--- src/rtl/serializer_10b.sv ---
// serializer_10b
// Parallel-to-serial stage behind the 8b/10b encoder. It takes 10-bit code
// groups over a valid/ready handshake and sends them out MSB first (code bit
// 'a'), one bit per clock. Empty word slots are filled with an idle group.
// A single hold register buffers one word ahead of the shift register.
//
// Optional feature: define SER10B_IDLE_COMMA_EN to send K28.5 as the idle
// group, picking its polarity from the tracked link running disparity.
// Without the macro the idle group is IDLE_WORD and link_rd is tied low.
module serializer_10b #(
    parameter logic [9:0] IDLE_WORD = 10'b0101010101
) (
    input  logic       clk,
    input  logic       rst,
    input  logic [9:0] din,
    input  logic       din_valid,
    output logic       din_ready,
    output logic       ser_out,
    output logic       word_start,
    output logic       idle,
    output logic       link_rd
);

    logic [9:0] r_shift;
    logic [9:0] r_hold;
    logic [3:0] r_bit_cnt;
    logic       r_hold_valid;
    logic       r_idle;

    logic       w_boundary;
    logic       w_accept;
    logic [9:0] w_idle_group;
    logic [9:0] w_load_group;

    // The last bit of a group is on the line when bit_cnt reaches 9; the
    // following posedge loads the next group.
    assign w_boundary   = (r_bit_cnt == 4'd9);
    assign w_accept     = din_valid && !r_hold_valid;
    assign w_load_group = r_hold_valid ? r_hold : w_idle_group;

`ifdef SER10B_IDLE_COMMA_EN
    logic r_link_rd;

    function automatic logic [3:0] f_popcount(input logic [9:0] grp);
        logic [3:0] cnt;
        cnt = 4'd0;
        for (int i = 0; i < 10; i++) begin
            cnt = cnt + {3'd0, grp[i]};
        end
        return cnt;
    endfunction

    // Running disparity follows every loaded group; balanced groups keep it.
    always_ff @(posedge clk or posedge rst) begin
        if (rst) begin
            r_link_rd <= 1'b0;
        end else if (w_boundary) begin
            if (f_popcount(w_load_group) > 4'd5) begin
                r_link_rd <= 1'b1;
            end else if (f_popcount(w_load_group) < 4'd5) begin
                r_link_rd <= 1'b0;
            end
        end
    end

    assign w_idle_group = r_link_rd ? 10'b1100000101 : 10'b0011111010;
    assign link_rd      = r_link_rd;
`else
    assign w_idle_group = IDLE_WORD;
    assign link_rd      = 1'b0;
`endif

    // Shift register, bit counter and buffer/idle flags; a reset aborts the
    // group in flight and drops any word waiting in the hold buffer.
    always_ff @(posedge clk or posedge rst) begin
        if (rst) begin
            r_shift      <= 10'd0;
            r_bit_cnt    <= 4'd9;
            r_hold_valid <= 1'b0;
            r_idle       <= 1'b0;
        end else begin
            if (w_boundary) begin
                r_shift   <= w_load_group;
                r_idle    <= !r_hold_valid;
                r_bit_cnt <= 4'd0;
            end else begin
                r_shift   <= {r_shift[8:0], 1'b0};
                r_bit_cnt <= r_bit_cnt + 4'd1;
            end
            // An accept wins over the drain: a word taken at a boundary with
            // an empty buffer waits for the next boundary.
            if (w_accept) begin
                r_hold_valid <= 1'b1;
            end else if (w_boundary) begin
                r_hold_valid <= 1'b0;
            end
        end
    end

    // Hold buffer data; its validity is tracked separately by r_hold_valid.
    always_ff @(posedge clk) begin
        if (w_accept) begin
            r_hold <= din;
        end
    end

    assign din_ready  = !r_hold_valid;
    assign ser_out    = r_shift[9];
    assign word_start = (r_bit_cnt == 4'd0);
    assign idle       = r_idle;

endmodule

--- config.mk ---
export PLATFORM = sky130hd
export DESIGN_NAME = serializer_10b
export DESIGN_NICKNAME = d
export VERILOG_FILES = /design/src/rtl/serializer_10b.sv
export SDC_FILE = /design/constraint.sdc
export NUM_CORES = 1
export LEC_CHECK = 0
export ABC_CLOCK_PERIOD_IN_PS = 1800
export CAP_MARGIN = 20
export CELL_PAD_IN_SITES_DETAIL_PLACEMENT = 0
export CELL_PAD_IN_SITES_GLOBAL_PLACEMENT = 2
export CORE_UTILIZATION = 34
export DETAILED_ROUTE_END_ITERATION = 8
export GPL_TIMING_DRIVEN = 1
export PLACE_DENSITY = 0.77
export SETUP_SLACK_MARGIN = 0.15
export SYNTH_ARGS = -nofsm -noshare
export SYNTH_HDL_FRONTEND = slang
export SYNTH_SLANG_ARGS = --single-unit
--- constraint.sdc ---
create_clock -name clk -period 1.8 [get_ports clk]
set_input_delay 0.36 -clock clk [delete_from_list [all_inputs] [get_ports clk]]
set_output_delay 0.36 -clock clk [all_outputs]
set_load 0.005 [all_outputs]
Yosys cells after proc, flatten, opt, wreduce, memory -nomap -nowiden
Index checks and enable logic that the tools add are counted.
{ "op_classes": {"n_reduce_logical": 4, "muxes": 5, "eq_ne": 1, "n_addsub": 1} }
{ "op_table": {"columns": ["cell", "n"], "rows": [
  ["10-bit 2-to-1 mux", 2],
  ["4-bit by 1-bit adder with 4-bit output, second input constant", 1],
  ["4-bit equality test, second input constant", 1],
  ["4-bit logical NOT", 1],
  ["4-bit 2-to-1 mux", 1],
  ["1-bit 2-to-1 mux", 2],
  ["2-bit nonzero test", 1],
  ["1-bit logical AND", 1],
  ["1-bit logical NOT", 1]
]} }
{ "totals": {"output_inout_bits": 5, "input_bits": 13, "reg_bits": 26, "word_cells": 16} }

Depth between registers and ports, before layout
Gate-level depths: netlist (run 1).
{ "depth": {"ltp_word": 3, "ltp_mapped": 4, "ltp_nobuf": 3} }

Least setup slack after synthesis (run 1)
OpenSTA, ideal clock, no wires.
{ "synth_timing": {"kind": "register -> register", "from": "register r_hold_valid", "to": "register r_hold[0], enable pin", "synth_period_minus_slack_ps": 1416, "setup_ps": 379, "required_time_ps": 1421, "slack_ps": 384, "t_arrival_ps": 1037, "stages_incl_launch_ff": 3, "path_buffers": 1, "cell_sequence": "dfrtp_1 buf_2 nor2b_1"} }
{ "synth_between": {"elab_chain_len": 2} }
{ "synth_rtl": {"columns": ["element", "line_no", "text"], "rows": [
  ["start, declared", "27", "logic r_hold_valid;"],
  ["start signal, assigned", "79", "r_hold_valid <= 1'b0;"],
  ["start signal, assigned", "93", "r_hold_valid <= 1'b1;"],
  ["start signal, assigned", "95", "r_hold_valid <= 1'b0;"],
  ["1-bit logical NOT", "38", "assign w_accept = din_valid && !r_hold_valid;"],
  ["1-bit logical AND", "38", null],
  ["named net w_accept", "31", "logic w_accept;"],
  ["end signal, assigned", "103", "r_hold <= din;"],
  ["end, declared", "25", "logic [9:0] r_hold;"]
]} }
The timed path passes the listed nets, and every way through them passes these cells.
A chain may end at the register's enable or synchronous reset.

Worst setup path in the final report (run 1)
{ "layout_timing": {"from": "register r_bit_cnt[1]", "to": "output port word_start"} }
{ "layout_between": {"elab_chain_len": 1} }
{ "layout_rtl": {"columns": ["element", "line_no", "text"], "rows": [
  ["start, declared", "26", "logic [3:0] r_bit_cnt;"],
  ["start signal, assigned", "88", "r_bit_cnt <= r_bit_cnt + 4'd1;"],
  ["4-bit logical NOT", "109", "assign word_start = (r_bit_cnt == 4'd0);"],
  ["end, declared", "19", "output logic word_start,"]
]} }
No other way between the ends.

==> results.toml, run 1 <==
[worst_hold_path]
hp-class = "in -> async"

[timing]
setup_viol = 0
drv_slew = 0
slew_headroom = 0.6037
finalCriticalPeriod_ns = 1.576
finClkSkew_ns = 0.001110
max_slew.worst_pin.slew_ns = 0.5938
grt_setup_unrepaired = "false"
finalHoldViolations = 0
period_share = 0.8754
max_freq_ghz = 0.6347
setup-tns-final_ns = 0

[layout]
drive_above_1_share = 0.2549
num_antenna_cells = 0
fin_nets = 116
syn2layout_area_growth_pct = 24.03

[synth]
avgSynthCellArea_um2 = 13.05
netlist_area_um2 = 1031
synthArstFlopShare = 0.6154
synth_cell_types = 23
synth_nets = 92
ys_ff_latch = 26
synth_edf_count = 10
netlist_instances = 79
synth_ff_type = "dfrtp_1"
seq_area_frac_synth = 0.6820
ys_warn_count = 0

[placement]
gp_congestion = 0.7405
dp_hpwl_um = 967.8
io_buffers = 16

[drt]
wl_mm = 1.480
postRouteAntennaNets = 0
vias = 631
routed_via_density = 4.744
drt_drc_violations_left = 2
wire_per_inst_um = 11.13
dr.pass1.iters = 5
drt_iter0_drc = 23

[clock_network]
clk-insertion-delay-late_ns = 0.31
cts_root_buffer = "clkbuf_4"
ctsHoldBuffers = 0
clockBufferDepth = 2
cts_tree = "yes"
clock-sinks = 26
cts_buffers = 3
clk_pin_slew_ns = 0.13
htreeDepth = 1

[floorplanning]
die-height_um = 57.07
num_rows = 19
coreArea_um2 = 2805
ios = 18
dieArea_um2 = 3256
die_w_um = 57.07
start_util = 0.3675

[grt]
grt_max_degree = 23
grt.total_usage = 0.1072
antenna_found_initial = 0
grt_pass1_vias = 635
grt_pass1_wl_mm = 2.635
grt_overflow_total = 0

[setup_path]
crit_chain = "nor4_2 > clkdlybuf4s15_1"
slowest_stage = "dfrtp_1"
cp-start-kind = "register"
cp.arrival_ns = 1.22
rrSetupSlack_ns = 0.31
critical_path_peak_fanout = 2
required_ns = 1.44
criticalPathCategory = "reg -> out"
end_kind = "output port"
crit_path_max_incr_delay_ns = 0.42

[power_and_ir_drop]
powerDensity_nw_per_um2 = 808.0
p_leak_nw = 0.5498
peakVddDrop_v = 0.0005089
finalPower_mw = 1.033

[outcome]
violations = "design-rule violations"
status = "complete, but fails checks"

[job]
max-cap-violations = 0
[sequential cells by signal, indices dropped and copies added (netlist names)]
register / count
idle: 1
r_bit_cnt: 4
r_hold: 10
r_hold_valid: 1
r_shift: 10
[cells in the mapped netlist, types with 2 or more instances]
master / n / area (um^2)
buf_6: 2 / 22.52
nor2_1: 4 / 15.01
inv_1: 5 / 18.77
nand2_1: 18 / 67.56
edfxtp_1: 10 / 300.3
o21ai_2: 9 / 78.83
dfrtp_1: 14 / 350.3
dfstp_2: 2 / 52.55
[final timing paths]
kind	to	startpoint	cells past startpoint
max in group asynchronous	r_hold_valid	rst	2
hold reg to reg	r_shift[4]	r_shift[3]	2
hold / removal	r_shift[5]	rst	2
min in group clk	r_shift[4]	r_shift[3]	2
setup / recovery	word_start	r_bit_cnt[1]	2
setup reg to reg	r_hold_valid	r_bit_cnt[0]	3
[what timing repair did]
action	4_1_cts	5_1_grt
setup buffers	4	0
endpoints found under the hold margin	0	0
gates resized for setup	3	2
endpoints found under the setup margin	2	1
[worst max-delay path: cells and delay by family, from the launching register on]
kind                   cells  cell delay, ns
DFF                        1            0.42
and+or+nand+nor            1            0.25
buffers and inverters      1            0.23
[report_power, final]
group	switching [mW]	total [mW]	internal (mW)	leakage, nW
Sequential	0.00741	0.652	0.645	0.302
Clock	0.162	0.243	0.0811	0.0154
Combinational	0.0622	0.138	0.0756	0.232
Total	0.231	1.03	0.802	0.550
[metrics by stage]
stage	hold slack [ns]	instance area (um^2)	setup slack (ns)	utilization	instances
after CTS	0.4187	1271	0.1958	0.4532	133
after floorplan	0.2723	1031	0.3837	-	79
after global placement	0.4337	1217	0.2003	0.4340	125
after global routing	0.4567	1279	0.1550	0.4558	133
final	0.3949	1279	0.2243	0.4558	133
after detailed placement	0.4360	1217	0.2020	0.4340	125
[logic make-up (layout without fill, tap and decap cells)]
logic type,count (synthesis),in the layout,synth area share
AOI/OAI and AO/OA,14,14,0.1117
and+or+nand+nor,27,27,0.1323
muxes,1,1,0.009709
buffers and inverters,9,32,0.05218
other,1,1,0.003637
DFF,26,26,0.6820
xor gates and xnor gates,1,1,0.008497
[per-layer routing]
layer  routed length [um]  vias to the layer above  global-route usage
met5                    0                        -                   0
met4                    0                        0             0.02091
met3                   81                        0             0.04762
met2                  803                       13              0.1983
met1                  595                      309              0.1124
li1                     -                      309                   -
[area by class of cell]
class	count	area (um^2)
clock buffers	3	22.52
clock inverters	1	3.754
fillers	286	1526
inverters	5	18.77
multi-input cells	44	280.3
flip-flops and latches	26	703.2
well taps	31	38.79
repair buffers	23	211.5
[placed cells by master, fill, tap and decap left out, types with 2 or more instances in the layout]
cell,count
inv_1,4
edfxtp_1,10
nor2_1,4
dfstp_2,2
clkbuf_4,3
nand2_1,18
dfrtp_1,14
o21ai_2,9
clkdlybuf4s50_1,14
buf_4,7
Power figures use the tool's default switching activity.
==> run 2: changes to the inputs <==
--- a/config.mk
+++ b/config.mk
@@ -12,7 +12,7 @@
 export CORE_UTILIZATION = 34
 export DETAILED_ROUTE_END_ITERATION = 8
 export GPL_TIMING_DRIVEN = 1
-export PLACE_DENSITY = 0.77
+export PLACE_DENSITY = 0.8
 export SETUP_SLACK_MARGIN = 0.15
 export SYNTH_ARGS = -nofsm -noshare
 export SYNTH_HDL_FRONTEND = slang
==> constraint.sdc (replaced) <==
create_clock -name clk -period 1.8 [get_ports clk]
set_input_delay 0.36 -clock clk [delete_from_list [all_inputs] [get_ports clk]]
set_output_delay 0.36 -clock clk [all_outputs]
set_load 0.02 [all_outputs]
==> results.toml, run 2 (synthesized netlist as in run 1, its figures left out) <==
[outcome]
status = "complete, but fails checks"
violations = "design-rule violations"

[floorplanning]
start_util = 0.3675
coreArea_um2 = 2805
dieArea_um2 = 3256
ios = 18
num_rows = 19
die_w_um = 57.07
die-height_um = 57.07

[timing]
setup_viol = 0
finalCriticalPeriod_ns = 1.553
finalHoldViolations = 0
drv_slew = 0
period_share = 0.8629
setup-tns-final_ns = 0
grt_setup_unrepaired = "true"
max_freq_ghz = 0.6438
finClkSkew_ns = 0.004304

[layout]
largest_registers = "r_hold (10), r_shift (10), r_bit_cnt (4)"
num_antenna_cells = 0
fin_nets = 116
final_common_cell = "nand2_1"
mostFrequentLayoutCells = "nand2_1 (18), dfrtp_1 (14), clkdlybuf4s50_1 (12)"
finish.utilization = 0.4661
syn2layout_area_growth_pct = 26.82
drive_above_1_share = 0.2549

[job]
max-cap-violations = 0

[power_and_ir_drop]
powerDensity_nw_per_um2 = 909.3
peakVddDrop_v = 0.0004351
p_leak_nw = 0.5781

[drt]
routed_via_density = 4.594
wl_mm = 1.524
postRouteAntennaNets = 0
wire_per_inst_um = 11.46
vias = 611
drt_drc_violations_left = 3
drt_iter0_drc = 9
dr.pass1.iters = 5

[placement]
io_buffers = 16
gp_congestion = 0.7315
dp_hpwl_mm = 1.172

[setup_path]
cp.arrival_ns = 1.19
required_ns = 1.44
cp-start-kind = "register"
rrSetupSlack_ns = 0.45
end_kind = "output port"
criticalPathCategory = "reg -> out"
critical_path_peak_fanout = 2

[clock_network]
cts_buffers = 3
htreeDepth = 1
cts_root_buffer = "clkbuf_4"
clockBufferDepth = 2
post-cts-setup-buffer-count = 0
cts_tree = "yes"
clk-insertion-delay-late_ns = 0.31
ctsHoldBuffers = 0
cts_resized = 3
clock-sinks = 26
clk_pin_slew_ns = 0.14

[grt]
grt_overflow_total = 0
grt_max_degree = 17
grt_pass1_vias = 629
grt.total_usage = 0.1153
grt_pass1_wl_mm = 2.835
antenna_found_initial = 0

[worst_hold_path]
hp-class = "in -> async"
run 2: metal layers:
metal	share of wire	global-route usage	vias to the layer above	routed length, um
met4	0.0098	0.05226	0	15
met3	0.035	0.02041	2	54
met5	0	0	-	0
li1	-	-	310	-
met2	0.45	0.1748	13	691
met1	0.50	0.1627	286	762
run 2: cell type report:
class	count	area [um^2]
clock buffer	3	22.52
timing repair buffer	23	220.2
fill	258	1498
inverter	5	18.77
tap	31	38.79
multi-input combinational	44	274.0
clock inverter	1	30.03
sequential	26	703.2
run 2: worst max-delay path: stages (launching register included):
cell and delay (ns):
dfrtp_1 0.40, nor4_1 0.27, clkbuf_2 0.21
run 2: worst paths after layout:
path,end,from,cells after the start
max,word_start,r_bit_cnt[1],2
min,r_hold_valid,rst,3
max reg2reg,r_shift[8],r_bit_cnt[0],5
min reg2reg,r_shift[1],r_shift[0],2
max in group asynchronous,r_bit_cnt[0],rst,3
min in group clk,r_shift[1],r_shift[0],2
run 2: per-stage QoR:
| step | std cells | setup WS, ns | hold WS (ns) | instance area, um^2 | power, mW |
|---|---|---|---|---|---|
| 6_report | 133 | 0.2467 | 0.3234 | 1308 | 1.189 |
| 3_3_place_gp | 129 | 0.1805 | 0.4307 | 1260 | 0.8107 |
| 5_1_grt | 133 | 0.1331 | 0.3430 | 1308 | 1.246 |
| 2_1_floorplan | 79 | 0.2912 | 0.2723 | 1031 | 0.7449 |
| 4_1_cts | 133 | 0.08842 | 0.3199 | 1309 | 1.210 |
| 3_5_place_dp | 129 | 0.1601 | 0.4380 | 1260 | 0.8155 |
run 2: report_power, final:
part	internal (mW)	switching, mW	total [mW]
combinational	0.0665	0.0744	0.141
clock	0.225	0.171	0.396
sequential	0.645	0.00714	0.652
total	0.937	0.252	1.19
